===== src/rtl/aes_ctr_stream.sv =====
// aes_ctr_stream: CTR-mode wrapper around a fixed-latency, stall-free AES encrypt pipeline.
// Optional macro AES_CTR_WRAP_ERR_EN: a counter wrap ends the message early and raises err.
module aes_ctr_stream #(
   parameter int LAT   = 11,
   parameter int CTR_W = 32
) (
   input  logic         clk,
   input  logic         rst_n,
   input  logic         start,
   input  logic [127:0] iv,
   input  logic         in_valid,
   output logic         in_ready,
   input  logic [127:0] in_data,
   input  logic         in_last,
   output logic [127:0] aes_in,
   input  logic [127:0] aes_out,
   output logic         out_valid,
   output logic [127:0] out_data,
   output logic         out_last,
   output logic         done,
   output logic         busy,
   output logic         err
);

   typedef enum logic [1:0] {IDLE, RUN, DRAIN} state_t;

   localparam logic [127:0] LOW_MASK = (128'd1 << CTR_W) - 128'd1;

   state_t         state_q, state_d;
   logic [127:0]   ctr_q, ctr_d;
   logic [LAT-1:0] vld_q;
   logic [LAT-1:0] last_q;
   logic [127:0]   data_q [LAT];
   logic [127:0]   outData_q;
   logic           outValid_q, outLast_q;
   logic           accept, pushLast, wrapHit;

   assign in_ready  = (state_q == RUN);
   assign accept    = in_valid & in_ready;
   assign busy      = (state_q != IDLE);
   assign aes_in    = ctr_q;
   assign out_valid = outValid_q;
   assign out_data  = outData_q;
   assign out_last  = outLast_q;
   assign done      = outValid_q & outLast_q;

`ifdef AES_CTR_WRAP_ERR_EN
   logic err_q, err_d;

   // The block that hits the all-ones counter is still sent, but tagged last so done pulses.
   assign wrapHit = accept & ~in_last & ((ctr_q & LOW_MASK) == LOW_MASK);
   assign err     = err_q;

   always_comb begin
      err_d = err_q;
      if ((state_q == IDLE) && start) begin
         err_d = 1'b0;
      end else if (wrapHit) begin
         err_d = 1'b1;
      end
   end

   always_ff @(posedge clk) begin
      if (!rst_n) begin
         err_q <= 1'b0;
      end else begin
         err_q <= err_d;
      end
   end
`else
   assign wrapHit = 1'b0;
   assign err     = 1'b0;
`endif

   assign pushLast = in_last | wrapHit;

   always_comb begin
      state_d = state_q;
      ctr_d   = ctr_q;
      case (state_q)
         IDLE: begin
            if (start) begin
               ctr_d   = iv;
               state_d = RUN;
            end
         end
         RUN: begin
            if (accept) begin
               ctr_d = (ctr_q & ~LOW_MASK) | ((ctr_q + 128'd1) & LOW_MASK);
               if (pushLast) begin
                  state_d = DRAIN;
               end
            end
         end
         DRAIN: begin
            if (done) begin
               state_d = IDLE;
            end
         end
         default: state_d = IDLE;
      endcase
   end

   // Only the valid bits need reset; stale pipeline and payload contents are then never used.
   always_ff @(posedge clk) begin
      if (!rst_n) begin
         state_q    <= IDLE;
         ctr_q      <= '0;
         vld_q      <= '0;
         outValid_q <= 1'b0;
         outData_q  <= '0;
         outLast_q  <= 1'b0;
      end else begin
         state_q    <= state_d;
         ctr_q      <= ctr_d;
         vld_q      <= {vld_q[LAT-2:0], accept};
         outValid_q <= vld_q[LAT-1];
         if (vld_q[LAT-1]) begin
            outData_q <= data_q[LAT-1] ^ aes_out;
            outLast_q <= last_q[LAT-1];
         end
      end
   end

   always_ff @(posedge clk) begin
      data_q[0] <= in_data;
      for (int i = 1; i < LAT; i++) begin
         data_q[i] <= data_q[i-1];
      end
      last_q <= {last_q[LAT-2:0], pushLast};
   end

endmodule


===== config.mk =====
export PLATFORM = sky130hd
export DESIGN_NAME = aes_ctr_stream
export DESIGN_NICKNAME = d
export VERILOG_FILES = /design/src/rtl/aes_ctr_stream.sv
export SDC_FILE = /design/constraint.sdc
export NUM_CORES = 1
export LEC_CHECK = 0
export ABC_AREA = 1
export CAP_MARGIN = 10
export CORE_MARGIN = 1.5
export CORE_UTILIZATION = 40
export CTS_CLUSTER_SIZE = 16
export DETAILED_ROUTE_END_ITERATION = 12
export GPL_TIMING_DRIVEN = 0
export PLACE_DENSITY_LB_ADDON = 0.15
export SYNTH_ARGS = -nofsm -noshare
export SYNTH_HDL_FRONTEND = slang
export SYNTH_SLANG_ARGS = --single-unit

===== constraint.sdc =====
create_clock -name clk -period 2 [get_ports clk]
set_clock_uncertainty 0.2 [all_clocks]
set_input_delay 0.3 -clock clk [delete_from_list [all_inputs] [get_ports clk]]
set_output_delay 0.3 -clock clk [all_outputs]
set_load 0.01 [all_outputs]

Word level (Yosys, flattened, before mapping) --
Memory sizes are Yosys's and may differ from the RTL's. Index checks and enable logic that the tools add are counted.
Operators by class: $add $sub $neg 1, equal/unequal tests 6, mux-type cells 8, bitwise logic cells 4, reductions and logical operators 5
Operators with widths (number):
- 128-bit two-way mux | 2
- 128-bit one-hot mux with 2 select lines | 1
- 128-bit by 32-bit OR with 128-bit output | 1
- 128-bit bitwise XOR | 1
- 32-bit by 1-bit adder with 32-bit output, second input constant | 1
- 2-bit two-way mux | 4
- 2-bit one-hot mux with 3 select lines | 1
- 2-bit by 1-bit inequality test with 1-bit output, second input constant | 2
- 2-bit inequality test, second input constant | 2
- 4-bit AND reduction | 1
- 2-bit nonzero test | 2
- 3-bit AND reduction | 1
- 1-bit AND | 2
- 2-bit by 1-bit == test with 1-bit output, second input constant | 1
- 2-bit == test, second input constant | 1
- 2-bit zero test | 1
Word-level totals: flip-flop bits (word level) 282, bits in writable memories 1408, word-level logic and storage cells 32, memories 1
Memory list:
- data_q | words 11, width 128, read ports 11, clocked after memory_dff 0, write ports 11, line 33 | logic [127:0] data_q [LAT];

Logic depth before layout (Yosys ltp) --
depth after elaboration 4, depth in mapped cells 10, mapped depth without buffers 10

Least setup slack after synthesis --
OpenSTA, ideal clock, no wires.
kind register to register, start point reg ctr_q[0] (netlist: aes_in[0]), end point reg ctr_q[20] (netlist: aes_in[20]), library setup time 0.132 ns, data arrival time 1.425 ns, required time 1.668 ns, path slack 0.242 ns, stages on the path, launching flop included 11, clock period less this slack 1.758 ns, cell sequence dfxtp_1 > ha_1 > nand2_1 > nor2_1 > nand2_1 > nor2_1 > nand2_1 > nand2_1 > nand3_1 > nand2_1 > a21oi_1
Between the ends: cells in the longest elaborated chain, start to end 4
Ends and longest elaborated chain:
- start: declaration | line 30 | logic [127:0] ctr_q, ctr_d;
- start signal: assignment | line 115 | ctr_q <= ctr_d;
- 32-bit by 1-bit adder with 32-bit output | line 89 | ctr_d = (ctr_q & ~LOW_MASK) | ((ctr_q + 128'd1) & LOW_MASK);
- 128-bit by 32-bit OR with 128-bit output | line 89
- 128-bit two-way mux | line 88 | if (accept) begin
- 128-bit one-hot mux with 2 select lines | line 80 | case (state_q)
Every way passes these cells. The select of a mux whose other input is x is not followed. A chain may end at the register's enable or synchronous reset.

Worst setup path in the final report --
start point reg state_q[0], end point out in_ready
Between the ends: cells in the longest elaborated chain, start to end 1
Ends and longest elaborated chain:
- start: declaration | line 29 | state_t state_q, state_d;
- start signal: assignment | line 114 | state_q <= state_d;
- 2-bit by 1-bit == test with 1-bit output | line 38 | assign in_ready = (state_q == RUN);
- end: declaration | line 12 | output logic in_ready,
Every way passes these cells.

==> flow_summary.yaml <==
final_layout:
  fin_area_um2: 56500
  final_common_cell: "sky130_fd_sc_hd__dfxtp_1"
  nFillCells: 8408
  final_cell_mix: "1654 x sky130_fd_sc_hd__dfxtp_1, 528 x sky130_fd_sc_hd__nor2_1, 388 x sky130_fd_sc_hd__clkdlybuf4s50_1"
  fin_cells: 5627
  finalNetCount: 4580
  layout-drive-gt1-share_pct: 9.12
  areaGrowthSynthToFinish_pct: 39.6
route:
  detailedRoute.firstIterationViolations: 1104
  avgViaCountPerCell: 4.09
  vias: 23000
  avgRoutedWirePerCell_um: 15.0
  wirelength_um: 84400
  drt_pass1_iterations: 5
  drc: 0
  final_antenna_net_count: 0
power_and_ir_drop:
  worst_vdd_ir_uv: 876
  power.internal_w: 0.0557
  total_switching_power_w: 0.0152
  power_w: 0.0709
  p_leak_nw: 25.2
  p_sw_share_pct: 21.4
  cellPowerDensity_nw_per_um2: 1260
  power.share.combinational_pct: 5.8
  seq_power_share_pct: 51.3
  power_frac_clock_pct: 43.0
clock_network:
  clock-root-buffer: "sky130_fd_sc_hd__clkbuf_16"
  cts.clk_slew.worst_paths_ns: 0.06
  cts_num_sinks: 1690
  cts_buffers: 161
  tritoncts: "done"
  cts_buffer_depth: 3
  clkLatencyLatePin_ns: 0.73
  cts-htree-levels: 4
hold_path:
  timing.hold.worst.class: "input pin to flop"
synthesis:
  largest_family_of_logic_cells_by_synthesized_area: "simple AND/OR/NAND/NOR gates"
  synth.area.mux_share_pct: 0
  ys_ff_latch: 1690
  synth-compound-area-share_pct: 3.65
  synth.top_cells.by_area: "sky130_fd_sc_hd__dfxtp_1 84%, sky130_fd_sc_hd__nor2_1 5.0%, sky130_fd_sc_hd__o21ai_0 3.0%"
  synth.cell_area_um2: 40500
  yosysUniqueCellTypes: 32
  yosys.area_share.adder_pct: 0.0309
  yosys.area_share.xor_xnor_pct: 2.81
  asyncSetResetFlopFracSynth_pct: 0
  postSynthNetCount: 3517
  yosys.area_share.simple_pct: 7.21
  synth_top_cell_by_area: "sky130_fd_sc_hd__dfxtp_1"
  synth-seq-area-share_pct: 83.6
  synth_enable_flop_cells: 0
  postSynthAreaPerCell_um2: 12.9
  synth_flop_cell: "sky130_fd_sc_hd__dfxtp_1"
  synth_top_cell_area_share_pct: 83.6
  synth_cells: 3127
  yosys_warnings: 0
floorplan:
  core_region_area_um2: 100000
  num_ports: 651
  floorplan.die.height_um: 321
  placement_rows: 116
  dieWidth_um: 321
  die_area_um2: 103000
  initial_core_util_pct: 40.4
grt:
  gr-usage-all-layers_pct: 16.1
  number_of_antenna_violations_at_the_first_check_in_global_routing: 26
  use_met3_pct: 4.99
  grt-ovfl-total: 0
  busiest_metal_layer_after_global_routing: "met2"
  grt_first_pass_wirelength_um: 125000
  number_of_global_route_vias_before_repair: 22200
  globalRouteMet1Util_pct: 18.6
  grt_max_degree: 17
  grt.met2_usage_pct: 27.0
placed_design:
  gpl.final_weighted_congestion: 0.880
  dpl_cell_area_um2: 48600
  place.detailed.instances: 5074
  dp_hpwl_um: 58300
  numPortBuffers: 649
timing:
  finalWorstPathRequiredPeriod_ns: 2.01
  rsz0062_at_grt: "true"
  final-setup-viol-count: 1
  worst_pin_slew_ns: 0.869
  timing.slew.headroom_pct: 42.0
  post-route-worst-setup-slack_ns: -0.00528
  totalNegativeSetupSlack_ns: -0.00528
  timing_max_transition_violations_final: 0
  fmax_mhz: 499
  timing.final.crit_share_pct: 100
  finalHoldViolations: 0
  hold-worst-slack_ns: 0.0660
critical_path:
  critical_path.max_fanout: 8
  rrSetupSlack_ns: 0.11
  crit_path_start_kind: "flop"
  crit_type: "flop to output port"
  worst_ep_arrival_time_ns: 1.51
  worst_ep_required_time_ns: 1.50
  worst_setup_path_end_kind: "output port"
job:
  max_cap_violations: 0
run_status:
  failing_checks: "negative setup slack"
  outcome: "finished with violations"
==> cell type report <==
cell class	instances	area [um^2]	share of cell area, %
multi-input cells	1172	5590	9.90
plain buffers	90	465	0.824
diodes	10	25.0	0.0443
clock inverters	75	963	1.71
flip-flops and latches	1690	33900	60.0
inverters	173	652	1.15
well taps	1298	1620	2.88
repair buffers	902	8710	15.4
clock buffers	217	4550	8.06
==> flip-flops by register name, indices dropped and copies added (netlist names) <==
name	flops
out_valid	1
last_q	11
out_data	128
state_q	2
aes_in	128
vld_q	11
out_last	1
data_q	1408
==> Yosys cell counts (11+ instances only) <==
| cell type | number |
|---|---|
| sky130_fd_sc_hd__dfxtp_1 | 1690 |
| sky130_fd_sc_hd__nor2_1 | 536 |
| sky130_fd_sc_hd__o21ai_0 | 240 |
| sky130_fd_sc_hd__nand2_1 | 168 |
| sky130_fd_sc_hd__inv_1 | 167 |
| sky130_fd_sc_hd__xor2_1 | 128 |
| sky130_fd_sc_hd__clkbuf_1 | 54 |
| sky130_fd_sc_hd__a21oi_1 | 36 |
| sky130_fd_sc_hd__nand3_1 | 29 |
| sky130_fd_sc_hd__buf_2 | 20 |
| sky130_fd_sc_hd__buf_4 | 12 |
| sky130_fd_sc_hd__o21ai_1 | 11 |
==> cell families (layout without fill, tap and decap cells) <==
logic type | Yosys count | count (layout)
buffers and inverters | 265 | 1457
DFF | 1690 | 1690
AOI/OAI and AO/OA | 291 | 291
adders and majority gates | 1 | 1
xor gates and xnor gates | 130 | 130
other | 1 | 11
and+or+nand+nor | 749 | 749
==> repair_timing <==
action,in CTS,in global routing
hold buffers,246,0
hold endpoints to repair,246,0
pin swaps,1,2
gates cloned,0,0
endpoints found under the setup margin,414,71
gates resized for setup,366,38
setup buffers,2,5
==> worst max-delay path: stages (launching register included) <==
cell and delay, ns:
sky130_fd_sc_hd__dfxtp_2 0.36, sky130_fd_sc_hd__inv_4 0.05, sky130_fd_sc_hd__nor2_4 0.12, sky130_fd_sc_hd__buf_12 0.14
sky130_fd_sc_hd__buf_6 0.10
==> through the flow <==
| step | setup slack [ns] | util [%] |
|---|---|---|
| after floorplan | 0.242 | - |
| after global placement | -1.35 | 48.5 |
| after detailed placement | -1.43 | 48.5 |
| after CTS | -0.198 | 56.3 |
| after global routing | -0.0866 | 56.4 |
| final | -0.00528 | 56.4 |
==> power by group through the flow <==
stage	combinational [W]	clock, W	sequential (W)
floorplan	0.00133	0	0.0371
global placement	0.00388	0	0.0370
detailed placement	0.00389	0	0.0371
CTS	0.00408	0.0315	0.0364
global route	0.00443	0.0329	0.0365
finish	0.00409	0.0305	0.0364
==> path summary, 6_finish.rpt <==
| path | startpoint | cells after the start | to |
|---|---|---|---|
| worst max-delay path | state_q[0] | 4 | in_ready |
| worst min-delay path | aes_out[55] | 4 | out_data[55] |
| worst max register to register | state_q[0] | 6 | aes_in[52] |
| worst min register to register | data_q[7][77] | 0 | data_q[8][77] |
==> routing by layer <==
layer | share of wire (%) | wire length (um)
met5 | 0.24 | 200
met4 | 3.9 | 3300
met3 | 6.7 | 5650
met2 | 48 | 40200
met1 | 42 | 35100
Power figures use the tool's default switching activity.
